--- config.mk ---
export PLATFORM = sky130hd
export DESIGN_NAME = dsp_mac_pipe_flat
export DESIGN_NICKNAME = d
export VERILOG_FILES = /design/src/rtl/dsp_mac_pipe_if.sv /design/src/rtl/dsp_mac_pipe.sv /design/src/flat_wrapper.sv
export SDC_FILE = /design/constraint.sdc
export NUM_CORES = 2
export LEC_CHECK = 0
export CAP_MARGIN = 20
export CORE_ASPECT_RATIO = 0.75
export CORE_MARGIN = 4
export CORE_UTILIZATION = 63
export CTS_CLUSTER_DIAMETER = 200
export CTS_CLUSTER_SIZE = 16
export DETAILED_ROUTE_END_ITERATION = 12
export PLACE_DENSITY = 0.83
export SYNTH_ARGS = -nofsm -noshare
export SYNTH_HDL_FRONTEND = slang
export SYNTH_SLANG_ARGS = --single-unit
export TNS_END_PERCENT = 5
--- constraint.sdc ---
create_clock -name clk -period 7.45 [get_ports clk]
set_input_delay 1.49 -clock clk [delete_from_list [all_inputs] [get_ports clk]]
set_output_delay 1.49 -clock clk [all_outputs]
set_load 0.01 [all_outputs]
--- src/rtl/dsp_mac_pipe_if.sv ---
// rtl/dsp_mac_pipe_if.sv - operand/control inputs and result outputs of the MAC pipeline
interface dsp_mac_pipe_if #(
  parameter int AW = 18,
  parameter int BW = 18,
  parameter int PW = 48
);
  logic                 ce;
  logic                 in_valid;
  logic signed [AW-1:0] a;
  logic signed [BW-1:0] b;
  logic signed [BW-1:0] d;
  logic        [PW-1:0] c;
  logic                 use_pre;
  logic                 pre_sub;
  logic        [1:0]    zsel;
  logic                 sub;
  logic                 cin;
  logic        [PW-1:0] p;
  logic                 p_valid;
  logic                 carryout;
  logic                 ovf;

  modport master (
    output ce, in_valid, a, b, d, c, use_pre, pre_sub, zsel, sub, cin,
    input  p, p_valid, carryout, ovf
  );

  modport slave (
    input  ce, in_valid, a, b, d, c, use_pre, pre_sub, zsel, sub, cin,
    output p, p_valid, carryout, ovf
  );
endinterface

--- src/rtl/dsp_mac_pipe.sv ---
// rtl/dsp_mac_pipe.sv - signed pre-add / multiply / post-add pipeline with valid tagging
module dsp_mac_pipe #(
  parameter int AW   = 18,
  parameter int BW   = 18,
  parameter int PW   = 48,
  parameter int MREG = 1,
  parameter int SAT  = 0
) (
  input logic           clk,
  input logic           rst,
  dsp_mac_pipe_if.slave bus
);
  localparam int MW = AW + BW;

  logic signed [BW-1:0] pre_sum;
  logic signed [BW-1:0] op_sel;

  always_comb begin
    pre_sum = bus.pre_sub ? (bus.d - bus.b) : (bus.d + bus.b);
    op_sel  = bus.use_pre ? pre_sum : bus.b;
  end

  logic signed [AW-1:0] s1_a;
  logic signed [BW-1:0] s1_op;
  logic        [PW-1:0] s1_c;
  logic        [1:0]    s1_zsel;
  logic                 s1_sub;
  logic                 s1_cin;
  logic                 s1_vld;

  // control fields ride alongside their data so mid-stream changes stay sample-aligned
  always_ff @(posedge clk) begin
    if (rst) begin
      s1_a    <= '0;
      s1_op   <= '0;
      s1_c    <= '0;
      s1_zsel <= '0;
      s1_sub  <= 1'b0;
      s1_cin  <= 1'b0;
      s1_vld  <= 1'b0;
    end else if (bus.ce) begin
      s1_a    <= bus.a;
      s1_op   <= op_sel;
      s1_c    <= bus.c;
      s1_zsel <= bus.zsel;
      s1_sub  <= bus.sub;
      s1_cin  <= bus.cin;
      s1_vld  <= bus.in_valid;
    end
  end

  logic signed [MW-1:0] prod;
  assign prod = MW'(s1_a) * MW'(s1_op);

  logic signed [MW-1:0] s2_m;
  logic        [PW-1:0] s2_c;
  logic        [1:0]    s2_zsel;
  logic                 s2_sub;
  logic                 s2_cin;
  logic                 s2_vld;

  generate
    if (MREG != 0) begin : g_mreg
      always_ff @(posedge clk) begin
        if (rst) begin
          s2_m    <= '0;
          s2_c    <= '0;
          s2_zsel <= '0;
          s2_sub  <= 1'b0;
          s2_cin  <= 1'b0;
          s2_vld  <= 1'b0;
        end else if (bus.ce) begin
          s2_m    <= prod;
          s2_c    <= s1_c;
          s2_zsel <= s1_zsel;
          s2_sub  <= s1_sub;
          s2_cin  <= s1_cin;
          s2_vld  <= s1_vld;
        end
      end
    end else begin : g_comb
      always_comb begin
        s2_m    = prod;
        s2_c    = s1_c;
        s2_zsel = s1_zsel;
        s2_sub  = s1_sub;
        s2_cin  = s1_cin;
        s2_vld  = s1_vld;
      end
    end
  endgenerate

  logic [PW-1:0] p_q;
  logic          pv_q;
  logic          co_q;
  logic          ovf_q;

  logic [PW:0]   z_x;
  logic [PW:0]   m_x;
  logic [PW:0]   sum_x;
  logic [PW-1:0] p_n;
  logic          co_n;
  logic          ovf_n;

  // one guard bit on top of PW makes the signed overflow test a simple top-two-bit compare
  always_comb begin
    case (s2_zsel)
      2'd1:    z_x = {p_q[PW-1], p_q};
      2'd2:    z_x = {s2_c[PW-1], s2_c};
      default: z_x = '0;
    endcase
    m_x   = (PW+1)'(s2_m) + (PW+1)'(s2_cin);
    sum_x = s2_sub ? (z_x - m_x) : (z_x + m_x);
    // unsigned add carries exactly when z > ~m; subtract reports "no borrow"
    co_n  = s2_sub ? (z_x[PW-1:0] >= m_x[PW-1:0]) : (z_x[PW-1:0] > ~m_x[PW-1:0]);
    ovf_n = sum_x[PW] ^ sum_x[PW-1];
    p_n   = sum_x[PW-1:0];
    if ((SAT != 0) && ovf_n) begin
      p_n = sum_x[PW] ? {1'b1, {(PW-1){1'b0}}} : {1'b0, {(PW-1){1'b1}}};
    end
  end

  always_ff @(posedge clk) begin
    if (rst) begin
      p_q   <= '0;
      pv_q  <= 1'b0;
      co_q  <= 1'b0;
      ovf_q <= 1'b0;
    end else if (bus.ce) begin
      pv_q <= s2_vld;
      if (s2_vld) begin
        p_q   <= p_n;
        co_q  <= co_n;
        ovf_q <= ovf_n;
      end
    end
  end

  assign bus.p        = p_q;
  assign bus.p_valid  = pv_q;
  assign bus.carryout = co_q;
  assign bus.ovf      = ovf_q;
endmodule

--- src/flat_wrapper.sv ---
// flat-port wrapper written by rule: the top's interface ports become plain ports
module dsp_mac_pipe_flat 
#(
  parameter int AW   = 18,
  parameter int BW   = 18,
  parameter int PW   = 48,
  parameter int MREG = 1,
  parameter int SAT  = 0
)
  (clk, rst, bus_ce, bus_in_valid, bus_a, bus_b, bus_d, bus_c, bus_use_pre, bus_pre_sub, bus_zsel, bus_sub, bus_cin, bus_p, bus_p_valid, bus_carryout, bus_ovf);
  dsp_mac_pipe_if #(.AW(AW), .BW(BW), .PW(PW)) bus_i ();
  input logic clk;
  input logic rst;
  input wire logic [$bits(bus_i.ce)-1:0] bus_ce;
  input wire logic [$bits(bus_i.in_valid)-1:0] bus_in_valid;
  input wire logic [$bits(bus_i.a)-1:0] bus_a;
  input wire logic [$bits(bus_i.b)-1:0] bus_b;
  input wire logic [$bits(bus_i.d)-1:0] bus_d;
  input wire logic [$bits(bus_i.c)-1:0] bus_c;
  input wire logic [$bits(bus_i.use_pre)-1:0] bus_use_pre;
  input wire logic [$bits(bus_i.pre_sub)-1:0] bus_pre_sub;
  input wire logic [$bits(bus_i.zsel)-1:0] bus_zsel;
  input wire logic [$bits(bus_i.sub)-1:0] bus_sub;
  input wire logic [$bits(bus_i.cin)-1:0] bus_cin;
  output wire logic [$bits(bus_i.p)-1:0] bus_p;
  output wire logic [$bits(bus_i.p_valid)-1:0] bus_p_valid;
  output wire logic [$bits(bus_i.carryout)-1:0] bus_carryout;
  output wire logic [$bits(bus_i.ovf)-1:0] bus_ovf;
  assign bus_i.ce = bus_ce;
  assign bus_i.in_valid = bus_in_valid;
  assign bus_i.a = bus_a;
  assign bus_i.b = bus_b;
  assign bus_i.d = bus_d;
  assign bus_i.c = bus_c;
  assign bus_i.use_pre = bus_use_pre;
  assign bus_i.pre_sub = bus_pre_sub;
  assign bus_i.zsel = bus_zsel;
  assign bus_i.sub = bus_sub;
  assign bus_i.cin = bus_cin;
  assign bus_p = bus_i.p;
  assign bus_p_valid = bus_i.p_valid;
  assign bus_carryout = bus_i.carryout;
  assign bus_ovf = bus_i.ovf;
  dsp_mac_pipe #(.AW(AW), .BW(BW), .PW(PW), .MREG(MREG), .SAT(SAT)) u_core (.clk(clk), .rst(rst), .bus(bus_i));
endmodule
== Word level (Yosys, flattened, before mapping) ==
Index checks and enable logic that the tools add are counted.

* Bits in registers: 229
* Bits in latches: 0
* RAM bits: 0
* ROM bits: 0
* Bits of input ports: 112
* Memories kept: 0

* Add/sub/neg operators: 5
* Multiply operators: 1
* Div/mod/pow operators: 0
* Magnitude comparators: 2
* Equal/unequal tests: 2
* Shift operators: 0
* Muxes and demuxes: 5
* Bitwise gates (word level): 2
* Reduce and logical (&&, ||, !) cells: 1

{| class="wikitable"
|+ Operators by type and width
! operator !! number
|-
| $pmux W49 S2 || 1
|-
| $add A49 B49 Y49 || 1
|-
| $mux W49 || 1
|-
| $sub A49 B49 Y49 || 1
|-
| $ge A48 B48 Y1 || 1
|-
| $gt A48 B48 Y1 || 1
|-
| $not A48 Y48 || 1
|-
| $add A36 B2 Y37 || 1
|-
| $mul A18 B18 Y36 || 1
|-
| $mux W18 || 2
|-
| $add A18 B18 Y18 || 1
|-
| $sub A18 B18 Y18 || 1
|-
| $eq A2 B1 Y1 const B || 1
|-
| $eq A2 B2 Y1 const B || 1
|-
| $reduce_and A2 Y1 || 1
|-
| $mux W1 || 1
|-
| $xor A1 B1 Y1 || 1
|}

== Logic depth before layout (Yosys ltp) ==
* Word-level depth: 5
* Depth in mapped cells: 27
* Gate-level depth less buffers: 25

== Least setup slack after synthesis ==
OpenSTA, ideal clock, no wires.

* Path type: register -> register
* Start: register u_core.s1_op[1]
* End: register u_core.s2_m[33]
* Library setup time: 0.145 ns
* Arrival time: 6.558 ns
* Slack: 0.747 ns
* Cell stages (with the launch flop): 26
* Buffers on the path: 2
* Clock period less this slack: 6.703 ns
* Path through: dfxtp_1 -> clkbuf_1 -> clkbuf_1 -> and2_1 -> fa_1 -> inv_1 -> fa_1 -> inv_1 -> ha_1 -> inv_1 -> fa_1 -> inv_1 -> fa_1 -> inv_1 -> fa_1 -> inv_1 -> ha_1 -> nand4_1 -> nor2_1 -> a221o_1 -> a21oi_1 -> nor4b_1 -> nand3_1 -> a32oi_1 -> mux2i_1 -> o311ai_0

* Cells in the longest elaborated chain, start to end: 1

{| class="wikitable"
|+ Ends and longest elaborated chain
! element !! line !! RTL
|-
| from (decl) || dsp_mac_pipe.sv:24 || <nowiki>logic signed [BW-1:0] s1_op;</nowiki>
|-
| from (signal assigned) || dsp_mac_pipe.sv:43 || <nowiki>s1_op <= op_sel;</nowiki>
|-
| $mul A18 B18 Y36 || dsp_mac_pipe.sv:53 || <nowiki>assign prod = MW'(s1_a) * MW'(s1_op);</nowiki>
|-
| to (signal assigned) || dsp_mac_pipe.sv:73 || <nowiki>s2_m <= prod;</nowiki>
|-
| to (decl) || dsp_mac_pipe.sv:55 || <nowiki>logic signed [MW-1:0] s2_m;</nowiki>
|}

No other way between the ends.
A chain may end at the register's enable or synchronous reset.

== Worst setup path after layout ==
* Start: register u_core.s1_a[6]
* End: register u_core.s2_m[34]

* Cells in the longest elaborated chain, start to end: 1

{| class="wikitable"
|+ Ends and longest elaborated chain
! element !! line !! RTL
|-
| from (decl) || dsp_mac_pipe.sv:23 || <nowiki>logic signed [AW-1:0] s1_a;</nowiki>
|-
| from (signal assigned) || dsp_mac_pipe.sv:42 || <nowiki>s1_a <= bus.a;</nowiki>
|-
| $mul A18 B18 Y36 || dsp_mac_pipe.sv:53 ||
|}

No other way between the ends.

==> key figures <==
GRT
  • Global-route wire length before repair: 128000 microns
  • Largest net degree at the start of global routing: 92
  • Initial antenna violation count: 2
  • Gr ovfl total: 0
  • GRT Resource Usage Total: 0.307
  • Vias in the first global route: 25300

CTS
  • H-tree Lvls: 1
  • Clk root buf: clkbuf_16
  • TritonCTS clock tree: done
  • Clk_lat worst skew: 0.55 ns
  • Clk slew on worst S/H paths: 0.08 ns
  • Post-CTS Setup Bufs: 0
  • CTS sink cnt: 229
  • Post-cts hold buffer count: 0
  • Clock Path Buffers: 3
  • Num CTS Buffers: 18

Worst setup path
  • CP arrival: 7.49 ns
  • Crit path required time: 7.83 ns
  • Crit path depth: 22
  • CP endpoint kind: flop
  • Crit path launch type: flop
  • FF-to-FF path depth: 22
  • Most frequent CP cell: fa_1
  • FF-to-FF Start: u_core.s1_a[6]
  • Crit-path max FO: 19
  • Critical path class: reg2reg
  • Worst setup path start: u_core.s1_a[6]
  • Worst path max stage delay: 0.81 ns
  • Worst reg2reg setup slack: 0.35 ns
  • CP delay by family, top: adder cells
  • Critical path, cell by cell: nand2_1 > fa_1 > inv_1 > fa_1 > inv_1 > fa_1 > inv_1 > fa_1 > fa_1 > inv_1 > fa_1 > inv_1 > ha_1 > and3_1 > and3_1 > nor4b_1 > o2111ai_1 > nand4b_1 > a2bb2oi_1 > nor3_1 > o311ai_0 > o221ai_1
  • WP buf/inv: 5
  • Worst R2R End: u_core.s2_m[34]
  • CP max-delay cell: dfxtp_1
  • Crit path capture: u_core.s2_m[34]

Synthesis
  • Number of synthesis warnings: 0
  • Yosys cell types: 94
  • Synthesized instance count: 3462
  • #FFs+latches synth: 229
  • Post-synth ARST share: 0
  • Post-synth EDFFs: 0
  • Seq/Total Area, Yosys: 0.157
  • Cell area after synthesis: 0.0291 sq mm
  • Avg Cell Area, Syn: 8.42 sq um
  • Post-Syn Nets: 4172
  • Post-synth top flop: dfxtp_1

Cells and area
  • # nets final: 4219
  • Layout cells sized above 1: 0.0345
  • Layout area overhead: 8.49%
  • Filler cells: 3643

Route
  • Total vias in the final route: 24300
  • Drt wl/cell: 18.5 microns
  • DRC Markers: 0
  • Drt total wl: 75900 microns
  • Initial DRC count: 2048
  • Vias/cell: 5.93
  • Initial DRT Pass Iterations: 7
  • Antenna Nets Post-Route: 0

Pwr
  • Total power draw: 6.13 mW
  • VDD IR-drop max: 0.000184 V
  • LEAKAGE: 15.0 nW
  • Power density cells: 194 mW/mm^2

Timing
  • Fin. Hold Viols: 0
  • Setup TNS: 0 ns
  • Final Max Slew Viols: 0
  • Tmin final: 7.10 ns
  • Slew @ Worst Pin: 0.995 ns
  • Slew HR: 0.337
  • Worst Clk Skew: 0.0314 ns
  • Fmax: 141 MHz
  • Final setup fails: 0
  • Fin crit share: 0.954
  • Setup slack after layout: 0.345 ns
  • RSZ-0062 raised after global routing: false

Floorplan
  • Width of the die: 256 microns
  • DIE AREA: 0.0498 sq mm
  • Die Ht: 194 microns
  • Core Box Area: 0.0452 sq mm
  • Std-Cell Rows: 67
  • IO Pins: 163
  • Initial core utilization: 0.645

Placed design
  • Placer congestion estimate: 0.933
  • Dpl ws: 0.447 ns
  • PortBufs: 162
  • Detail Placement HPWL: 61100 microns

Outcome
  • Outcome: finished clean

Job
  • MaxCap Viol Count: 0

Hold path
  • Hold Path Class: reg2reg
-- cell usage after synthesis, drive strengths merged, types with 6 or more instances --
master	count	area [sq um]
clkbuf	134	503
nor2b	19	119
buf	50	255
xnor2	118	1030
o211ai	11	82.6
nand2	316	1190
a211oi	27	218
or3	12	75.1
nand2b	19	119
mux2i	157	1570
fa	331	6630
a21o	50	375
a21boi	6	48.8
a31o	9	87.6
nor2	319	1200
o21bai	33	248
o31ai	9	67.6
nand4	24	163
o221ai	6	52.6
xor2	52	463
a21oi	199	1010
o21ai	58	290
ha	267	3340
and3	35	225
inv	491	1840
nand3	56	320
dfxtp	229	4580
and4	6	57.6
nand4b	6	52.6
nor4	14	124
nor3	44	225
a31oi	30	188
and2	169	1060
a22oi	49	368
o21a	20	150
-- what timing repair did --
| item | CTS | global route |
|---|---|---|
| endpoints found under the hold margin | 0 | 0 |
| resized for setup | 0 | 2 |
| endpoints found under the setup margin | 0 | 1 |
-- through the flow --
| stage | hold slack, ns | util | std cells | instance area [sq um] |
|---|---|---|---|---|
| after floorplan | 0.445 | - | 3462 | 29100 |
| after global placement | 0.454 | 0.689 | 4075 | 31100 |
| after detailed placement | 0.468 | 0.689 | 4075 | 31100 |
| after CTS | 0.479 | 0.700 | 4095 | 31600 |
| after global routing | 0.499 | 0.700 | 4096 | 31600 |
| final | 0.477 | 0.700 | 4096 | 31600 |
-- power by group --
group	internal (mW)	switching, mW
registers	1.33	0.188
logic	1.50	2.17
clock network	0.456	0.485
-- cell type report --
cell class              count  area (sq um)  share of cell area
well taps                 586           733              0.0232
repair buffers            211          2000              0.0631
diodes                      1          2.50           0.0000791
multi-input cells        2557         22000               0.695
inverters                 492          1850              0.0584
flip-flops and latches    229          4590               0.145
clock buffers              19           475              0.0150
clock inverters             1          16.3            0.000514
-- sequential cells by signal (all words and copies together), names as in the netlist --
name                 count
u_core.bus.p            48
u_core.s1_c             48
u_core.s2_c             48
u_core.s2_m             36
u_core.s1_a             18
u_core.s1_op            18
u_core.s1_zsel           2
u_core.s2_zsel           2
u_core.bus.carryout      1
u_core.bus.ovf           1
u_core.bus.p_valid       1
u_core.s1_cin            1
u_core.s1_sub            1
u_core.s1_vld            1
u_core.s2_cin            1
u_core.s2_sub            1
u_core.s2_vld            1
-- worst min-delay path: stages (launching register included) --
cell and delay (ns):
dfxtp_1 0.33, nand2_1 0.06, a21oi_1 0.05
-- routing by layer --
| layer | vias to the layer above | track usage | part of all wire | wire (microns) |
|---|---|---|---|---|
| met2 | 914 | 0.511 | 0.47 | 35400 |
| met5 | - | 0 | 0.00017 | 13 |
| met3 | 174 | 0.0478 | 0.069 | 5240 |
| met1 | 11800 | 0.419 | 0.44 | 33200 |
| met4 | 2 | 0.0867 | 0.028 | 2150 |
| li1 | 11400 | - | - | - |
-- worst min-delay path by stage --
| stage | start | endpoint | slack, ns | cells past startpoint |
|---|---|---|---|---|
| floorplan | u_core.s2_m[0] | u_core.s2_m[0] | 0.44 | 2 |
| global placement | u_core.bus.p[6] | u_core.bus.p[6] | 0.45 | 2 |
| detailed placement | u_core.bus.p[0] | u_core.bus.p[0] | 0.47 | 2 |
| CTS | u_core.bus.p[0] | u_core.bus.p[0] | 0.48 | 2 |
| global route | u_core.bus.p[39] | u_core.bus.p[39] | 0.50 | 2 |
| finish | u_core.bus.p[0] | u_core.bus.p[0] | 0.48 | 2 |
-- cell usage in the layout, fill, tap and decap left out, drive strengths merged, types with 6 or more instances in the layout --
cell type	synthesis	layout
a21boi	6	6
nand4b	6	6
clkbuf	134	19
a211oi	27	27
fa	331	331
o31ai	9	9
nor4	14	14
nor2	319	319
a31oi	30	30
inv	491	491
clkdlybuf4s50	0	160
xnor2	118	118
nand2b	19	19
mux2i	157	157
dfxtp	229	229
o21bai	33	33
or3	12	12
buf	50	51
and4	6	6
o21ai	58	58
nor2b	19	19
a21o	50	50
a21oi	199	199
o221ai	6	6
o211ai	11	11
a31o	9	9
and3	35	35
nand2	316	316
nand4	24	24
a22oi	49	49
o21a	20	20
nor3	44	44
ha	267	267
and2	169	169
nand3	56	56
xor2	52	52
-- kinds of logic (layout without fill, tap and decap cells) --
| kind of cell | Yosys count | count (layout) | synth area share |
|---|---|---|---|
| AOI/OAI and AO/OA | 560 | 560 | 0.126 |
| xor gates and xnor gates | 171 | 171 | 0.0521 |
| adders and majority gates | 598 | 598 | 0.342 |
| buffers and inverters | 676 | 723 | 0.0894 |
| DFF | 229 | 229 | 0.157 |
| muxes | 158 | 158 | 0.0543 |
| other | 0 | 1 | 0 |
| and+or+nand+nor | 1070 | 1070 | 0.179 |
Note: power is estimated with default switching activity, not from simulation.
